<file path="src/rtl/if_stage_if.sv">
// Signal bundle between the instruction-fetch stage, instruction memory and the ID stage.
// Handshake: imem_req/imem_addr are held by the fetch stage until a cycle in which imem_ready=1
// (imem_rdata is valid only in that cycle); a transfer occurs on the rising edge where both are 1.
interface if_stage_if;
    logic        No_Stall;
    logic [1:0]  PCSource;
    logic [31:0] Branch_Addr;
    logic [31:0] Jr_Addr;
    logic [31:0] Jump_Addr;
    logic        imem_req;
    logic [31:0] imem_addr;
    logic [31:0] imem_rdata;
    logic        imem_ready;
    logic [31:0] D_Inst;
    logic [31:0] D_Pc4;
    logic        D_Valid;
    logic [5:0]  opCode;
    logic [4:0]  Reg_S;
    logic [4:0]  Reg_T;
    logic [4:0]  Reg_D;
    logic [5:0]  func;
    logic [15:0] Imm;
    logic        dbg_state;

    modport master (
        input  No_Stall, PCSource, Branch_Addr, Jr_Addr, Jump_Addr, imem_rdata, imem_ready,
        output imem_req, imem_addr, D_Inst, D_Pc4, D_Valid, opCode, Reg_S, Reg_T, Reg_D,
               func, Imm, dbg_state
    );

    modport slave (
        output No_Stall, PCSource, Branch_Addr, Jr_Addr, Jump_Addr, imem_rdata, imem_ready,
        input  imem_req, imem_addr, D_Inst, D_Pc4, D_Valid, opCode, Reg_S, Reg_T, Reg_D,
               func, Imm, dbg_state
    );
endinterface

</file>
<file path="src/rtl/if_stage.sv">
// MIPS-style instruction fetch stage with IF/ID register, one-entry hold buffer and redirect latch.
// Optional macro BRANCH_FLUSH_EN squashes the delay-slot instruction of a taken redirect.
module if_stage #(
    parameter logic [31:0] RESET_PC = 32'h0000_0000
) (
    input  logic        clk,
    input  logic        clrn,
    if_stage_if.master  bus
);

    typedef enum logic {
        FETCH = 1'b0,
        HOLD  = 1'b1
    } state_t;

    state_t      state;
    logic        req_q;
    logic [31:0] pc;
    logic [31:0] d_inst;
    logic [31:0] d_pc4;
    logic        d_valid;
    logic [31:0] hold_inst;
    logic [31:0] hold_pc4;
    logic        hold_valid;
    logic        redir_flag;
    logic [31:0] redir_target;

    logic [31:0] pc_plus4;
    logic [31:0] sel_target;
    logic [31:0] next_pc;
    logic        take_sel;
    logic        complete;
    logic        slot_keep;

    assign pc_plus4 = pc + 32'd4;
    assign take_sel = d_valid & (bus.PCSource != 2'b00);
    assign complete = (state == FETCH) & req_q & bus.imem_ready;

    always_comb begin
        sel_target = pc_plus4;
        case (bus.PCSource)
            2'b01:   sel_target = bus.Branch_Addr;
            2'b10:   sel_target = bus.Jr_Addr;
            2'b11:   sel_target = bus.Jump_Addr;
            default: sel_target = pc_plus4;
        endcase
    end

    // A latched redirect outranks the ID-stage select: by then ID holds a bubble.
    assign next_pc = redir_flag ? redir_target :
                     take_sel   ? sel_target   : pc_plus4;

`ifdef BRANCH_FLUSH_EN
    assign slot_keep = ~(redir_flag | take_sel);
`else
    assign slot_keep = 1'b1;
`endif

    always_ff @(posedge clk or negedge clrn) begin
        if (!clrn) begin
            state        <= FETCH;
            req_q        <= 1'b0;
            pc           <= RESET_PC;
            d_inst       <= 32'd0;
            d_pc4        <= 32'd0;
            d_valid      <= 1'b0;
            hold_inst    <= 32'd0;
            hold_pc4     <= 32'd0;
            hold_valid   <= 1'b0;
            redir_flag   <= 1'b0;
            redir_target <= 32'd0;
        end else begin
            case (state)
                FETCH: begin
                    if (complete) begin
                        pc         <= next_pc;
                        redir_flag <= 1'b0;
                        if (bus.No_Stall) begin
                            d_inst  <= slot_keep ? bus.imem_rdata : 32'd0;
                            d_valid <= slot_keep;
                            if (slot_keep) begin
                                d_pc4 <= pc_plus4;
                            end
                        end else begin
                            hold_inst  <= slot_keep ? bus.imem_rdata : 32'd0;
                            hold_pc4   <= pc_plus4;
                            hold_valid <= slot_keep;
                            req_q      <= 1'b0;
                            state      <= HOLD;
                        end
                    end else begin
                        req_q <= 1'b1;
                        if (bus.No_Stall) begin
                            d_inst  <= 32'd0;
                            d_valid <= 1'b0;
                            // The control transfer leaves ID now; remember it for the pending fetch.
                            if (take_sel) begin
                                redir_target <= sel_target;
                                redir_flag   <= 1'b1;
                            end
                        end
                    end
                end
                HOLD: begin
                    if (bus.No_Stall) begin
                        d_inst  <= hold_inst;
                        d_valid <= hold_valid;
                        if (hold_valid) begin
                            d_pc4 <= hold_pc4;
                        end
                        req_q   <= 1'b1;
                        state   <= FETCH;
                    end
                end
                default: state <= FETCH;
            endcase
        end
    end

    assign bus.imem_req  = req_q;
    assign bus.imem_addr = pc;
    assign bus.D_Inst    = d_inst;
    assign bus.D_Pc4     = d_pc4;
    assign bus.D_Valid   = d_valid;
    assign bus.opCode    = d_inst[31:26];
    assign bus.Reg_S     = d_inst[25:21];
    assign bus.Reg_T     = d_inst[20:16];
    assign bus.Reg_D     = d_inst[15:11];
    assign bus.func      = d_inst[5:0];
    assign bus.Imm       = d_inst[15:0];
    assign bus.dbg_state = (state == HOLD);

endmodule

</file>
<file path="src/flat_wrapper.sv">
// flat-port wrapper written by rule: the top's interface ports become plain ports
module if_stage_flat 
#(
    parameter logic [31:0] RESET_PC = 32'h0000_0000
)
  (clk, clrn, bus_No_Stall, bus_PCSource, bus_Branch_Addr, bus_Jr_Addr, bus_Jump_Addr, bus_imem_rdata, bus_imem_ready, bus_imem_req, bus_imem_addr, bus_D_Inst, bus_D_Pc4, bus_D_Valid, bus_opCode, bus_Reg_S, bus_Reg_T, bus_Reg_D, bus_func, bus_Imm, bus_dbg_state);
  if_stage_if bus_i ();
  input  logic clk;
  input  logic clrn;
  input wire logic [$bits(bus_i.No_Stall)-1:0] bus_No_Stall;
  input wire logic [$bits(bus_i.PCSource)-1:0] bus_PCSource;
  input wire logic [$bits(bus_i.Branch_Addr)-1:0] bus_Branch_Addr;
  input wire logic [$bits(bus_i.Jr_Addr)-1:0] bus_Jr_Addr;
  input wire logic [$bits(bus_i.Jump_Addr)-1:0] bus_Jump_Addr;
  input wire logic [$bits(bus_i.imem_rdata)-1:0] bus_imem_rdata;
  input wire logic [$bits(bus_i.imem_ready)-1:0] bus_imem_ready;
  output wire logic [$bits(bus_i.imem_req)-1:0] bus_imem_req;
  output wire logic [$bits(bus_i.imem_addr)-1:0] bus_imem_addr;
  output wire logic [$bits(bus_i.D_Inst)-1:0] bus_D_Inst;
  output wire logic [$bits(bus_i.D_Pc4)-1:0] bus_D_Pc4;
  output wire logic [$bits(bus_i.D_Valid)-1:0] bus_D_Valid;
  output wire logic [$bits(bus_i.opCode)-1:0] bus_opCode;
  output wire logic [$bits(bus_i.Reg_S)-1:0] bus_Reg_S;
  output wire logic [$bits(bus_i.Reg_T)-1:0] bus_Reg_T;
  output wire logic [$bits(bus_i.Reg_D)-1:0] bus_Reg_D;
  output wire logic [$bits(bus_i.func)-1:0] bus_func;
  output wire logic [$bits(bus_i.Imm)-1:0] bus_Imm;
  output wire logic [$bits(bus_i.dbg_state)-1:0] bus_dbg_state;
  assign bus_i.No_Stall = bus_No_Stall;
  assign bus_i.PCSource = bus_PCSource;
  assign bus_i.Branch_Addr = bus_Branch_Addr;
  assign bus_i.Jr_Addr = bus_Jr_Addr;
  assign bus_i.Jump_Addr = bus_Jump_Addr;
  assign bus_i.imem_rdata = bus_imem_rdata;
  assign bus_i.imem_ready = bus_imem_ready;
  assign bus_imem_req = bus_i.imem_req;
  assign bus_imem_addr = bus_i.imem_addr;
  assign bus_D_Inst = bus_i.D_Inst;
  assign bus_D_Pc4 = bus_i.D_Pc4;
  assign bus_D_Valid = bus_i.D_Valid;
  assign bus_opCode = bus_i.opCode;
  assign bus_Reg_S = bus_i.Reg_S;
  assign bus_Reg_T = bus_i.Reg_T;
  assign bus_Reg_D = bus_i.Reg_D;
  assign bus_func = bus_i.func;
  assign bus_Imm = bus_i.Imm;
  assign bus_dbg_state = bus_i.dbg_state;
  if_stage #(.RESET_PC(RESET_PC)) u_core (.clk(clk), .clrn(clrn), .bus(bus_i));
endmodule
</file>
<file path="config.mk">
export PLATFORM = sky130hd
export DESIGN_NAME = if_stage_flat
export DESIGN_NICKNAME = d
export VERILOG_FILES = /design/src/rtl/if_stage_if.sv /design/src/rtl/if_stage.sv /design/src/flat_wrapper.sv
export SDC_FILE = /design/constraint.sdc
export NUM_CORES = 1
export LEC_CHECK = 0
export CORE_MARGIN = 1
export CORE_UTILIZATION = 45
export CTS_BUF_LIST = sky130_fd_sc_hd__clkbuf_16
export DETAILED_ROUTE_END_ITERATION = 7
export PLACE_DENSITY_LB_ADDON = 0.12
export SKIP_LAST_GASP = 1
export SYNTH_ARGS = -nofsm -noshare
export SYNTH_HDL_FRONTEND = slang
export SYNTH_SLANG_ARGS = --single-unit
export TNS_END_PERCENT = 5
</file>
<file path="constraint.sdc">
create_clock -name clk -period 1.9 [get_ports clk]
set_input_delay 0.38 -clock clk [delete_from_list [all_inputs] [get_ports clk]]
set_output_delay 0.38 -clock clk [all_outputs]
set_load 0.02 [all_outputs]
</file>
# Word-level counts from Yosys, hierarchy flattened
# Cells that the tools add are included.
# classes
addsub,1
eq_ne,8
muxes,27
bitwise,6
n_reduce_logical,10
# ops
operator,count
32-bit two-way mux,10
32-bit one-hot mux with 2 select lines,2
32-bit one-hot mux with 3 select lines,1
32-bit by 3-bit adder with 32-bit output (second input constant),1
1-bit two-way mux,11
4-bit AND reduction,2
2-bit != test (second input constant),3
1-bit one-hot mux with 2 select lines,3
2-bit AND reduction,3
3-bit AND reduction,2
2-bit nonzero test,3
2-bit equality test (second input constant),2
1-bit bitwise AND,3
3-bit != test (second input constant),1
1-bit inverter,3
2-bit by 1-bit equality test with 1-bit output (second input constant),1
2-bit by 1-bit != test with 1-bit output (second input constant),1
# totals
regBits,197
inputBits,134
output_inout_bits,142
elab_cells,63

# Logic depth before layout (Yosys ltp)
# logic_depth
depth_word,5
ltp_mapped,8

# Worst setup path after synthesis
# Ideal clock, no wire load.
# synth_path
path_kind,register to register
from,"register u_core.pc[18], in the netlist u_core.bus.imem_addr[18]"
to,"register u_core.pc[28], in the netlist u_core.bus.imem_addr[28]"
t_arrival_ns,1.847
required_time_ns,1.818
slack_ns,-0.030
path_stages_with_launch,7
path_buffers,1
synth_period_minus_slack_ns,1.930
cell_sequence,dfrtp_1 -> buf_4 -> nand4_2 -> nor4_4 -> nand4_1 -> o31a_1 -> o22ai_1
# synth_via
elab_chain_cells,4
# synth_lines
element,line_no,rtl
"start, declared",if_stage.sv:18,logic [31:0] pc;
"start signal, assigned",if_stage.sv:76,pc <= next_pc;
32-bit by 3-bit adder with 32-bit output *,if_stage.sv:35,assign pc_plus4 = pc + 32'd4;
32-bit one-hot mux with 3 select lines,if_stage.sv:41,case (bus.PCSource)
32-bit two-way mux *,if_stage.sv:51,take_sel ? sel_target : pc_plus4;
32-bit two-way mux *,if_stage.sv:50,assign next_pc = redir_flag ? redir_target :
# Every way passes the cells marked *; elsewhere a longest branch is shown, timed or not.
# A chain may end at the register's enable or synchronous reset.

# Worst setup path after layout
# layout_path
from,"register u_core.pc[6], in the netlist u_core.bus.imem_addr[6]"
to,output port bus_imem_addr[6]
# layout_rtl
element,line_no,rtl
"end, declared",flat_wrapper.sv:18,output wire logic [$bits(bus_i.imem_addr)-1:0] bus_imem_addr;
# No word-level cell between the ends.

==> flow_metrics.env <==
export IMPL_status="finished, violations left"
export IMPL_violations="DRC, setup timing"
export IMPL_numCtsBuffers=17
export IMPL_ys_types=64
export IMPL_layout_drive_gt1_share_pct=17.0
export IMPL_placed_cell_area_um2=13600
export IMPL_powerDensity_nw_per_um2=1230
export IMPL_crit_arrival_ns=1.61
export IMPL_post_drt_wl_per_cell_um=17.4
export IMPL_port_buffers=275
export IMPL_floorplan_initialDensity_pct=46.4
export IMPL_grt_pass1_vias=8695
export IMPL_fin_cells=1643
export IMPL_finalHoldViolations=0
export IMPL_track_usage_pct=25.3
export IMPL_worst_slew_pin_slew_ns=0.667
export IMPL_synthAdderAreaFrac_pct=0.122
export IMPL_maxCapViolCount=0
export IMPL_dp_cells=1610
export IMPL_antenna_found_initial=0
export IMPL_async_flop_share_pct=100
export IMPL_fp_row_count=54
export IMPL_crit_path_cell_trace="buf_4, clkdlybuf4s50_1"
export IMPL_cts_num_sinks=197
export IMPL_tns_ns=-1.18
export IMPL_clkLatencyLatePin_ns=0.44
export IMPL_ant_nets=0
export IMPL_rsz0062_at_grt="true"
export IMPL_setup_viol=25
export IMPL_met1Wirelength_um=12800
export IMPL_synthMuxAreaShare_pct=9.25
export IMPL_worst_slack_ns=-0.0922
export IMPL_overflow=0
export IMPL_routed_top_layer="met4"
export IMPL_ios=276
export IMPL_coreArea_um2=22000
export IMPL_ys_seq_area_share_pct=48.2
export IMPL_power_w=0.0175
export IMPL_layout_min_cycle_time_ns=1.99
export IMPL_cp_slowest_cell="clkdlybuf4s50_1"
export IMPL_avgSynthCellArea_um2=9.55
export IMPL_cp_top_family="buffers and inverters"
export IMPL_synth_top_area_cell="dfrtp_1"
export IMPL_critPathMaxFanout=6
export IMPL_num_antenna_cells=0
export IMPL_wl_met3_um=2090
export IMPL_area_growth_pct=39.0
export IMPL_grt_pass1_wl_um=47100
export IMPL_critPathLaunchType="flip-flop"
export IMPL_crit_path_max_incr_delay_ns=0.61
export IMPL_wl_met2_um=13400
export IMPL_syn_area_um2=10200
export IMPL_design_area_um2=14200
export IMPL_ys_ff_latch=197
export IMPL_synth_edf_count=0
export IMPL_critPathRequiredTime_ns=1.52
export IMPL_finalClockSkew_ns=0.0165
export IMPL_synth_top_cells_by_area="dfrtp_1, mux2_2, a21oi_1"
export IMPL_clk_pin_slew_worst_paths_ns=0.08
export IMPL_relSlewSlack_pct=55.3
export IMPL_synth_top_family_by_area="compound AO/OA/AOI/OAI gates"
export IMPL_syn_inst=1070
export IMPL_hpwlAfterDp_um=21500
export IMPL_vias=9088
export IMPL_clockBufferDepth=2
export IMPL_viasPerCell=5.53
export IMPL_syn_num_nets=1205
export IMPL_cts_max_level=4
export IMPL_endpoint_kind="primary output"
export IMPL_critPathBufInv=2
export IMPL_die_area_um2=23300
export IMPL_fin_crit_sh_pct=105
export IMPL_ys_flop_type="dfrtp_1"
export IMPL_synthXorXnorAreaFrac_pct=1.97
export IMPL_layout_nets=1485
export IMPL_synth_simple_area_share_pct=14.6
export IMPL_gp_congestion=0.852
export IMPL_yosys_warnings=0
export IMPL_grt_max_degree=65
export IMPL_first_pass_iters=8
export IMPL_yosysTopAreaCellShare_pct=48.2
export IMPL_synth_compound_area_share_pct=18.7
export IMPL_cts_tree="built"
export IMPL_initialDrtViolationCount=740
export IMPL_vdd_drop_max_mv=0.555
export IMPL_leakagePower_nw=6.04
export IMPL_drv_slew=0
export IMPL_root_buffer="clkbuf_16"
export IMPL_fmaxAchievable_mhz=502
export IMPL_drt_wl_total_um=28700
export IMPL_die_w_um=153
export IMPL_die_h_um=153
export IMPL_hp_class="in -> reg"
export IMPL_path_class="reg -> out"
export IMPL_drcViolationCount=24
-- cell usage after synthesis, types with 4 or more instances --
library cell / number
a21oi_1: 103
a221oi_1: 5
a22o_1: 10
a22oi_1: 46
a2bb2oi_1: 5
a31oi_1: 10
and2_1: 4
and3_1: 16
and4_1: 5
buf_1: 7
buf_2: 17
buf_4: 47
clkbuf_1: 54
dfrtp_1: 197
inv_1: 16
mux2_2: 64
mux2i_1: 18
nand2_1: 84
nand2b_1: 5
nand3_1: 21
nand4_1: 9
nor2_1: 131
nor2b_1: 5
nor3_1: 8
o211ai_1: 7
o21ai_0: 68
o21ai_1: 14
o22ai_1: 7
o2bb2ai_1: 6
o31a_1: 4
o31ai_1: 5
or3_1: 4
xnor2_1: 14
xor2_1: 9
-- final timing paths --
| check | from | cells after the start | slack (ns) | to |
|---|---|---|---|---|
| hold reg to reg | u_core.bus.D_Pc4[2] | 2 | 0.48 | u_core.bus.D_Pc4[2] |
| max in group asynchronous | clrn | 3 | 0.83 | u_core.bus.D_Pc4[1] |
| setup reg to reg | u_core.bus.imem_addr[2] | 6 | -0.01 | u_core.bus.D_Pc4[29] |
| min in group asynchronous | clrn | 2 | 0.44 | u_core.hold_inst[26] |
| hold / removal | bus_No_Stall | 2 | 0.30 | u_core.bus.dbg_state |
| setup / recovery | u_core.bus.imem_addr[6] | 2 | -0.09 | bus_imem_addr[6] |
-- layout by cell type (no fill, tap or decap), types with 7 or more instances in the layout --
master,n
a21oi_1,103
a22o_1,10
a22oi_1,46
a31oi_1,10
and3_1,16
buf_12,12
buf_4,98
clkbuf_16,17
clkdlybuf4s50_1,268
dfrtp_1,194
inv_1,18
inv_6,7
mux2_2,64
mux2i_1,18
nand2_1,83
nand3_1,21
nand4_1,9
nor2_1,130
nor3_1,8
o211ai_1,7
o21ai_0,68
o21ai_1,13
o22ai_1,7
xnor2_1,14
xor2_1,9
-- kinds of logic (layout without fill, tap and decap cells) --
family                     Yosys count  after routing
DFF                                197            197
xor gates and xnor gates            23             23
adders and majority gates            1              1
and+or+nand+nor                    313            313
buffers and inverters              141            434
AOI/OAI and AO/OA                  311            311
muxes                               84             84
-- what timing repair did --
action                     4_1_cts  5_1_grt
setup endpoints to repair       33       82
pin swaps                        0        1
buffers inserted                 0        0
cloned                           0        0
hold endpoints to repair        36        0
hold buffers                     1        0
gates resized for setup          1        7
-- layer usage --
| layer | GRT usage, % | vias up |
|---|---|---|
| met3 | 4.38 | 29 |
| met4 | 6.49 | 0 |
| met5 | 0 | - |
| met2 | 40.8 | 390 |
| met1 | 35.2 | 4320 |
| li1 | - | 4349 |
-- where the power goes --
| part | switching, W | internal [W] | total (W) |
|---|---|---|---|
| clock | 0.00170 | 0.00171 | 0.00340 |
| sequential | 0.000965 | 0.00563 | 0.00660 |
| combinational | 0.00391 | 0.00356 | 0.00747 |
| total | 0.00657 | 0.0109 | 0.0175 |
-- cell type report --
class | count | area [um2]
Clock buffer | 17 | 425
Multi-Input combinational cell | 732 | 4590
Fill cell | 1853 | 7820
Clock inverter | 15 | 118
Tap cell | 280 | 350
Sequential cell | 197 | 4930
Inverter | 16 | 60.1
Timing Repair Buffer | 386 | 3730
-- flip-flops by register name, summed over array words and instances, names as in the netlist --
signal and cells:
u_core.hold_inst 32, u_core.bus.D_Inst 32, u_core.hold_valid 1, u_core.hold_pc4 32
u_core.redir_flag 1, u_core.bus.imem_addr 32, u_core.bus.D_Valid 1, u_core.bus.imem_req 1
u_core.redir_target 32, u_core.bus.dbg_state 1, u_core.bus.D_Pc4 32
-- metrics by stage --
step / hold slack [ns] / util [%] / worst slack, ns
CTS: 0.271 / 64.4 / -0.133
global route: 0.289 / 64.5 / -0.130
floorplan: 0.0844 / - / -0.0238
finish: 0.301 / 64.5 / -0.0922
detailed placement: 0.334 / 61.9 / -0.152
global placement: 0.334 / 61.9 / -0.0749
Note: power is estimated with default switching activity, not from simulation.
